<file path="src/rtl/param_up_down_counter.sv">
// Parametrised up/down counter with a configurable [MIN_VAL, MAX_VAL] range,
// wrap or saturate behaviour at the limits, synchronous load and enable,
// a lookahead terminal-count flag and sticky overflow/underflow flags.
module param_up_down_counter #(
   parameter int unsigned WIDTH    = 4,
   parameter int unsigned MAX_VAL  = 15,
   parameter int unsigned MIN_VAL  = 0,
   parameter bit          SATURATE = 1'b0
) (
   input  logic             clk,
   input  logic             reset,
   input  logic             en,
   input  logic             upordown,
   input  logic             load,
   input  logic [WIDTH-1:0] load_val,
   input  logic             flag_clr,
   output logic [WIDTH-1:0] count,
   output logic             tc,
   output logic             wrap,
   output logic             ovf,
   output logic             unf
);

   localparam logic [WIDTH-1:0] MaxV = WIDTH'(MAX_VAL);
   localparam logic [WIDTH-1:0] MinV = WIDTH'(MIN_VAL);

   logic [WIDTH-1:0] count_q, count_d;
   logic             wrap_q, wrap_d;
   logic             ovf_q, ovf_d;
   logic             unf_q, unf_d;

   logic             at_max, at_min;
   logic             up_evt, dn_evt;
   logic [WIDTH-1:0] load_clamped;

   // Limit detection and limit events; compared before any arithmetic so that
   // MAX_VAL = 2**WIDTH-1 never needs a carry out.
   always_comb begin
      at_max = (count_q == MaxV);
      at_min = (count_q == MinV);
      up_evt = en & ~load & ~upordown & at_max;
      dn_evt = en & ~load &  upordown & at_min;
   end

   // Clamp the parallel-load value into the legal count range.
   always_comb begin
      load_clamped = load_val;
      if (load_val <= MinV) begin
         load_clamped = MinV;
      end else if (load_val >= MaxV) begin
         load_clamped = MaxV;
      end
   end

   // Next-state: load has priority, then enabled up/down counting.
   always_comb begin
      count_d = count_q;
      wrap_d  = 1'b0;
      if (load) begin
         count_d = load_clamped;
      end else if (en) begin
         if (!upordown) begin
            if (at_max) begin
               count_d = SATURATE ? MaxV : MinV;
               wrap_d  = 1'b1;
            end else begin
               count_d = count_q + WIDTH'(1);
            end
         end else begin
            if (at_min) begin
               count_d = SATURATE ? MinV : MaxV;
               wrap_d  = 1'b1;
            end else begin
               count_d = count_q - WIDTH'(1);
            end
         end
      end
   end

   // Sticky flags: a limit event in the same cycle as flag_clr wins.
   always_comb begin
      ovf_d = up_evt | (ovf_q & ~flag_clr);
      unf_d = dn_evt | (unf_q & ~flag_clr);
   end

   // State registers with asynchronous reset.
   always_ff @(posedge clk or posedge reset) begin
      if (reset) begin
         count_q <= MinV;
         wrap_q  <= 1'b0;
         ovf_q   <= 1'b0;
         unf_q   <= 1'b0;
      end else begin
         count_q <= count_d;
         wrap_q  <= wrap_d;
         ovf_q   <= ovf_d;
         unf_q   <= unf_d;
      end
   end

   // Outputs; tc is the lookahead of the wrap pulse.
   always_comb begin
      count = count_q;
      wrap  = wrap_q;
      ovf   = ovf_q;
      unf   = unf_q;
      tc    = up_evt | dn_evt;
   end

endmodule

</file>
<file path="config.mk">
export PLATFORM = sky130hd
export DESIGN_NAME = param_up_down_counter
export DESIGN_NICKNAME = d
export VERILOG_FILES = /design/src/rtl/param_up_down_counter.sv
export SDC_FILE = /design/constraint.sdc
export NUM_CORES = 1
export LEC_CHECK = 0
export BUFFER_PORTS_ARGS = -buffer_cell sky130_fd_sc_hd__buf_2
export CORE_AREA = 5 5 42 44
export CTS_BUF_LIST = sky130_fd_sc_hd__clkbuf_4 sky130_fd_sc_hd__clkbuf_8
export DETAILED_ROUTE_END_ITERATION = 8
export DIE_AREA = 0 0 47 49
export SYNTH_ARGS = -nofsm -noshare
export SYNTH_HDL_FRONTEND = slang
export SYNTH_SLANG_ARGS = --single-unit
</file>
<file path="constraint.sdc">
create_clock -name clk -period 2.3 [get_ports clk]
set_input_delay 0.23 -clock clk [delete_from_list [all_inputs] [get_ports clk]]
set_output_delay 0.23 -clock clk [all_outputs]
set_load 0.05 [all_outputs]
</file>
=== Yosys cells after proc, flatten, opt, wreduce, memory -nomap -nowiden ===
Index checks and enable logic that the tools add are counted.

* Output and inout port bits: 8
* Input port bits: 10
* Logic and storage cells: 36
* Register bits after elaboration: 7

* Magnitude comparators: 2
* Muxes and demuxes: 12
* $add $sub $neg: 2
* Equal/unequal tests: 1
* Bitwise gates (word level): 13
* Reductions and logical operators: 2

{| class="wikitable"
|+ Operators by type and width
! operator !! count
|-
| 2-to-1 mux 4 bit || 7
|-
| AND 1 bit || 7
|-
| 2-to-1 mux 1 bit || 5
|-
| adder 4 x 1 -> 4 bit (second input constant) || 1
|-
| equality test 4 bit (second input constant) || 1
|-
| >= comparator 4 bit (second input constant) || 1
|-
| <= comparator 4 x 1 -> 1 bit (second input constant) || 1
|-
| zero test 4 bit || 1
|-
| subtractor 4 x 1 -> 4 bit (second input constant) || 1
|-
| NOT 1 bit || 3
|-
| bitwise OR 1 bit || 3
|-
| nonzero test 2 bit || 1
|}

=== Logic depth before layout (Yosys ltp) ===
Gate-level depths: netlist (run 1).

* Word-level depth: 5
* Gate-level depth with buffers: 5
* Mapped depth without buffers: 5

=== Least setup slack after synthesis (run 1) ===
OpenSTA, ideal clock, no wires.

* Path kind: reg2out
* Start point: reg count_q[0], in the netlist count[0]
* End point: out tc
* Path slack: 124 ps
* Path buffers: 0
* Data arrival time: 1946 ps
* Stages on the path, launching flop included: 4
* Cells stage by stage: dfrtp_1 > ha_1 > nand4_1 > a21oi_1

* Word-level cells in the longest chain between the ends: 3
* Elaborated cells on any way between the ends: 5

{| class="wikitable"
|+ Ends and longest elaborated chain
! what !! line !! RTL
|-
| from (decl) || 27 || <nowiki>logic [WIDTH-1:0] count_q, count_d;</nowiki>
|-
| from (signal assigned) || 89 || <nowiki>count_q <= MinV;</nowiki>
|-
| from (signal assigned) || 94 || <nowiki>count_q <= count_d;</nowiki>
|-
| equality test 4 bit / zero test 4 bit (equally long branches) || 39, 40 ||
|-
| AND 1 bit (on tied branches) || 41, 42 ||
|-
| bitwise OR 1 bit * || 107 || <nowiki>tc = up_evt | dn_evt;</nowiki>
|-
| to (decl) || 18 || <nowiki>output logic tc,</nowiki>
|}

Every way passes the cells marked *; elsewhere a longest branch is shown, timed or not.

=== Worst setup path after layout (run 1) ===
Same ends and word-level chain as after synthesis.

==> results of run 1 <==
==> report_power, final <==
| group | internal [mW] | leakage, nW | total [mW] | switching (mW) |
|---|---|---|---|---|
| logic | 0.0457 | 0.186 | 0.126 | 0.0807 |
| registers | 0.134 | 0.0900 | 0.154 | 0.0198 |
| clock network | 0.0784 | 0.0184 | 0.129 | 0.0510 |
==> state kept, by name, summed over array words and instances, names as in the netlist <==
register and count:
count 4, unf 1, ovf 1, wrap 1
==> placed cells by master, fill, tap and decap left out <==
master,netlist,layout
buf_2,1,17
inv_1,7,7
dfrtp_1,7,7
a21oi_1,4,4
nand2_1,4,4
clkbuf_4,0,4
nor2_1,3,3
nand3_1,3,3
o22ai_1,2,2
o21ai_0,2,2
ha_1,2,2
nor2b_1,1,1
o311ai_0,1,1
or4b_1,1,1
o21ai_1,1,1
nor3b_1,1,1
a31o_2,1,1
o2111ai_1,1,1
o211ai_1,1,1
mux2_4,1,1
a211o_1,1,1
nand2b_1,1,1
nand4_1,1,1
xnor2_1,1,1
xor2_1,1,1
mux2i_1,1,1
dlygate4sd3_1,0,1
==> worst max-delay path: cells and delay by family (launching register included) <==
family / cells / cell delay [ps]
adder cells (fa/ha/maj): 1 / 230
flip-flops: 1 / 460
AND/OR/NAND/NOR: 1 / 160
AO/OA/AOI/OAI: 1 / 170
buffers and inverters: 1 / 280
==> metrics by stage <==
stage	hold WS, ps	instances	area [um2]	util, %	worst slack [ps]
6_report	173	87	582	41.5	515
5_1_grt	177	87	582	41.5	397
4_1_cts	168	87	582	41.5	504
3_5_place_dp	192	82	542	38.7	792
3_3_place_gp	184	82	542	38.7	801
2_1_floorplan	33.4	51	445	-	124
==> final cells by class <==
cell class              instances  area, um2  share of cell area [%]
flip-flops and latches          7        175                    30.1
inverters                       7       26.3                    4.52
repair buffers                 18       95.1                    16.3
clock buffers                   4       30.0                    5.16
well taps                      16       20.0                    3.44
multi-input cells              35        235                    40.4
==> repair_timing <==
| action | in CTS | in global routing |
|---|---|---|
| buffers inserted | 0 | 0 |
| endpoints found under the setup margin | 0 | 0 |
| hold buffers | 1 | 0 |
| hold endpoints to repair | 7 | 0 |
==> cells by family after synthesis <==
| kind of cell | Yosys count |
|---|---|
| simple gates | 15 |
| compound gates | 14 |
| buf+inv | 9 |
| flops | 7 |
| xor+xnor | 2 |
| mux | 2 |
| fa+ha+maj | 2 |
==> layer usage <==
layer	share of wire, %	up-vias
li1	-	222
met1	48	173
met2	43	15
met4	1.9	0
met5	0	-
met3	7.2	2
==> Yosys cell counts <==
cell	n	share of area (%)
buf_2	1	1.1
a21oi_1	4	4.5
dfrtp_1	7	39
a31o_2	1	2.0
mux2_4	1	3.4
xnor2_1	1	2.0
o21ai_1	1	1.1
o2111ai_1	1	2.0
or4b_1	1	2.2
inv_1	7	5.9
nand4_1	1	1.4
o311ai_0	1	2.0
o21ai_0	2	2.2
nor2b_1	1	1.4
ha_1	2	5.6
nand2b_1	1	1.4
clkbuf_1	1	0.84
o22ai_1	2	2.8
nor3b_1	1	1.7
a211o_1	1	2.0
nand2_1	4	3.4
xor2_1	1	2.0
mux2i_1	1	2.2
nand3_1	3	3.4
nor2_1	3	2.5
o211ai_1	1	1.7
==> worst min-delay path by stage <==
stage | from | end | slack, ps | cells after the start
2_1_floorplan | reset | count[0] | 30 | 1
3_3_place_gp | reset | count[3] | 180 | 2
3_5_place_dp | reset | count[3] | 190 | 2
4_1_cts | flag_clr | ovf | 170 | 2
5_1_grt | flag_clr | ovf | 180 | 2
6_report | flag_clr | ovf | 170 | 2
==> results.toml, run 1 <==
[status]
outcome = "finished clean"

[sta]
finalSetupViolations = 0
rsz0062_at_grt = "false"
fmax_ghz = 0.560
fin_skew_ps = 7.33
period_minus_slack_ps = 1790
slew_violations = 0
slew_headroom_pct = 78.2
final.setup.tns_ps = 0
hold_viol = 0
final.period_utilization_pct = 77.6
worst_pin_slew_ps = 323

[setup_path]
cp-start-kind = "flip-flop"
r2r_end = "count[2]"
critPathKind = "reg2out"
end_kind = "output pin"
arrival_ps = 1560
startpoint = "count[0]"
cp.required_ps = 2070
rr_worst_depth = 5
path_cells = "ha_1, nand4_1, a21oi_1, buf_2"
crit_slowest_cell = "dfrtp_1"
cp_max_fo = 8
r2r_slack_ps = 840
max_stage_delay_ps = 460
crit_end = "tc"
worstReg2RegStart = "count[0]"

[clocking]
htree_levels = 1
cts_made_buffers = 3
cts_root_buf = "clkbuf_4"
insertion_delay_ps = 260
path_clk_slew_ps = 60
clk_path_buf_depth = 2
cts_tree = "done"
ctsResizeCount = 0
clkSinkCount = 7

[grt]
grt.busiest_layer = "met1"
antenna_found_initial = 0
grt_util_met3_pct = 2.58
grt_pass1_wl_mm = 1.68
grt.overflow.total = 0
grt_usage_pct = 10.3
grt_pass1_vias = 383
met1_usage_pct = 14.5
grt_max_degree = 12
use_met2_pct = 13.1

[routing]
wl_per_cell_um = 11.5
vias = 412
vias_per_cell = 4.74
postRouteAntennaNets = 0
wirelength_um = 998
first_pass_iters = 4
first_iter_violations = 4
route.detailed.drc = 0

[place]
io_buffers = 17
place.gp.congestion = 0.772

[die]
start_util_pct = 31.8
io_pins = 18
die_w_um = 47
die_h_um = 49
core_area_mm2 = 0.00140
num_rows = 14
die_area_mm2 = 0.00230

[yosys]
synth_top_family_by_area = "compound AO/OA/AOI/OAI gates"
ys_warn_count = 0
ys_seq_area_share_pct = 39.3
synthXorXnorAreaFrac_pct = 3.93
synthAdderAreaFrac_pct = 5.62
synth_simple_gate_area_share_pct = 17.4
synth_compound_area_share_pct = 20.2
syn_avg_cell_area_um2 = 8.73
synth_seq_cells = 7
syn_inst = 51
yosysUniqueCellTypes = 26
synth.net_count = 63
muxShareOfSynthArea_pct = 5.62
netlist_area_um2 = 445

[power]
total_power_uw = 410
irDropWorstVdd_uv = 338
p_per_area_mw_per_mm2 = 704
p_leak_nw = 0.295

[cells_and_area]
area.growth.synth_to_final_pct = 30.6
finalNetCount = 84
diodes = 0
drive_above_1_share_pct = 32.4
fillCellCount = 154

[min_path]
hold_path_class = "in2reg"

[run]
drv_cap = 0
No activity file was read; power rests on OpenSTA's default activity.
==> inputs of run 2 (changes only) <==
==> constraint.sdc (replaced) <==
create_clock -name clk -period 1.85 [get_ports clk]
set_input_delay 0.185 -clock clk [delete_from_list [all_inputs] [get_ports clk]]
set_output_delay 0.185 -clock clk [all_outputs]
set_load 0.05 [all_outputs]
==> run 2 against run 1 <==
  * Flip-flop and latch count unchanged
  * Global-route usage fell by 0.085 points
  * Core utilization is 1.2 points higher
  * Sequential share of layout area fell by 0.40 points
  * Wire length grew 4.8%
  * Critical path type unchanged
  * Largest power group unchanged
==> results.toml, run 2 (synthesis gave the netlist of run 1 again) <==
[clocking]
cts_made_buffers = 3
clk_path_buf_depth = 2
clkSinkCount = 7
cts_root_buf = "clkbuf_4"
cts_tree = "done"
path_clk_slew_ps = 60
htree_levels = 1
insertion_delay_ps = 260

[cells_and_area]
drive_above_1_share_pct = 36.6
layout_common_cells = "buf_2 (16), inv_1 (7), clkbuf_4 (5), dfrtp_1 (5), nand2_1 (4)"
largest_reg_flops = 4
fillCellCount = 152
diodes = 0
final_common_cell = "buf_2"
area.growth.synth_to_final_pct = 34.3
regArea_um2 = 178
fin_util_pct = 42.7
multi_input_area_um2 = 246
finalNetCount = 84

[die]
die_area_mm2 = 0.00230
num_rows = 14
core_area_mm2 = 0.00140
die_h_um = 49
start_util_pct = 31.8
die_w_um = 47
io_pins = 18

[power]
p_per_area_mw_per_mm2 = 862
irDropWorstVdd_uv = 490
total_power_uw = 516
p_leak_nw = 0.292

[setup_path]
cp.required_ps = 1660
critPathKind = "reg2out"
r2r_end = "count[2]"
r2r_slack_ps = 420
cp-start-kind = "flip-flop"
cp_max_fo = 8
worstReg2RegStart = "count[0]"
arrival_ps = 1580
rr_worst_depth = 5
end_kind = "output pin"

[grt]
grt_pass1_wl_mm = 1.71
antenna_found_initial = 0
grt_max_degree = 12
grt_pass1_vias = 404
grt_usage_pct = 10.2
grt.overflow.total = 0

[sta]
worst_pin_slew_ps = 330
fin_skew_ps = 0.192
finalSetupViolations = 0
final.period_utilization_pct = 95.5
hold_viol = 0
fmax_ghz = 0.566
period_minus_slack_ps = 1770
slew_violations = 0
slew_headroom_pct = 77.7
final.setup.tns_ps = 0
rsz0062_at_grt = "false"

[routing]
vias = 429
vias_per_cell = 4.93
wirelength_mm = 1.05
route.detailed.drc = 0
first_iter_violations = 4
first_pass_iters = 3
wl_per_cell_um = 12.0
postRouteAntennaNets = 0

[min_path]
min_from = "flag_clr"
min_to = "ovf"
hold_path_class = "in2reg"
hold_path_depth = 2

[place]
place.gp.congestion = 0.793
io_buffers = 17

[run]
drv_cap = 0

[status]
outcome = "finished clean"
## run 2: worst max path at each step
stage | cells past startpoint | slack (ps) | start | endpoint
floorplan | 3 | 90 | count[0] | tc
global placement | 5 | 350 | count[0] | tc
detailed placement | 5 | 320 | count[0] | tc
CTS | 5 | 20 | count[0] | tc
global route | 5 | 0.9 | count[0] | tc
finish | 5 | 80 | count[0] | tc
## run 2: per-layer routing
layer,track usage (%),part of all wire (%),vias up
met2,14.5,46,15
li1,-,-,221
met1,13.6,45,191
met5,0,0,-
met4,4.15,2.0,0
met3,3.69,6.7,2
## run 2: cell type report
class	instances	share of cell area (%)
clock buffer	4	5.02
inverter	7	4.39
multi-input combinational	35	41.2
sequential	7	29.7
tap	16	3.35
timing repair buffer	18	16.3
## run 2: report_power, final
part | internal, mW | switching [mW]
combinational | 0.0577 | 0.102
clock | 0.0975 | 0.0650
sequential | 0.168 | 0.0253
total | 0.323 | 0.193
## run 2: per-stage QoR
stage               area [um2]  instances  hold WS, ps  setup slack, ps
floorplan                  457         51        -11.6             91.1
global placement           553         82          134              346
detailed placement         553         82          143              316
CTS                        593         87          112             20.3
global route               598         87          117            0.884
finish                     598         87          120             83.6
## run 2: timing repair
| item | in CTS | in global routing |
|---|---|---|
| resized for setup | 0 | 3 |
| endpoints found under the setup margin | 0 | 1 |
| setup buffers | 0 | 0 |
| hold buffers | 1 | 0 |
| hold endpoints to repair | 7 | 0 |
## run 2: worst max-delay path, stage by stage, from the launching register on
cell and delay (ps):
dfrtp_2 460, inv_1 80, ha_1 190, nand3_1 180, a21oi_4 180, clkbuf_4 230
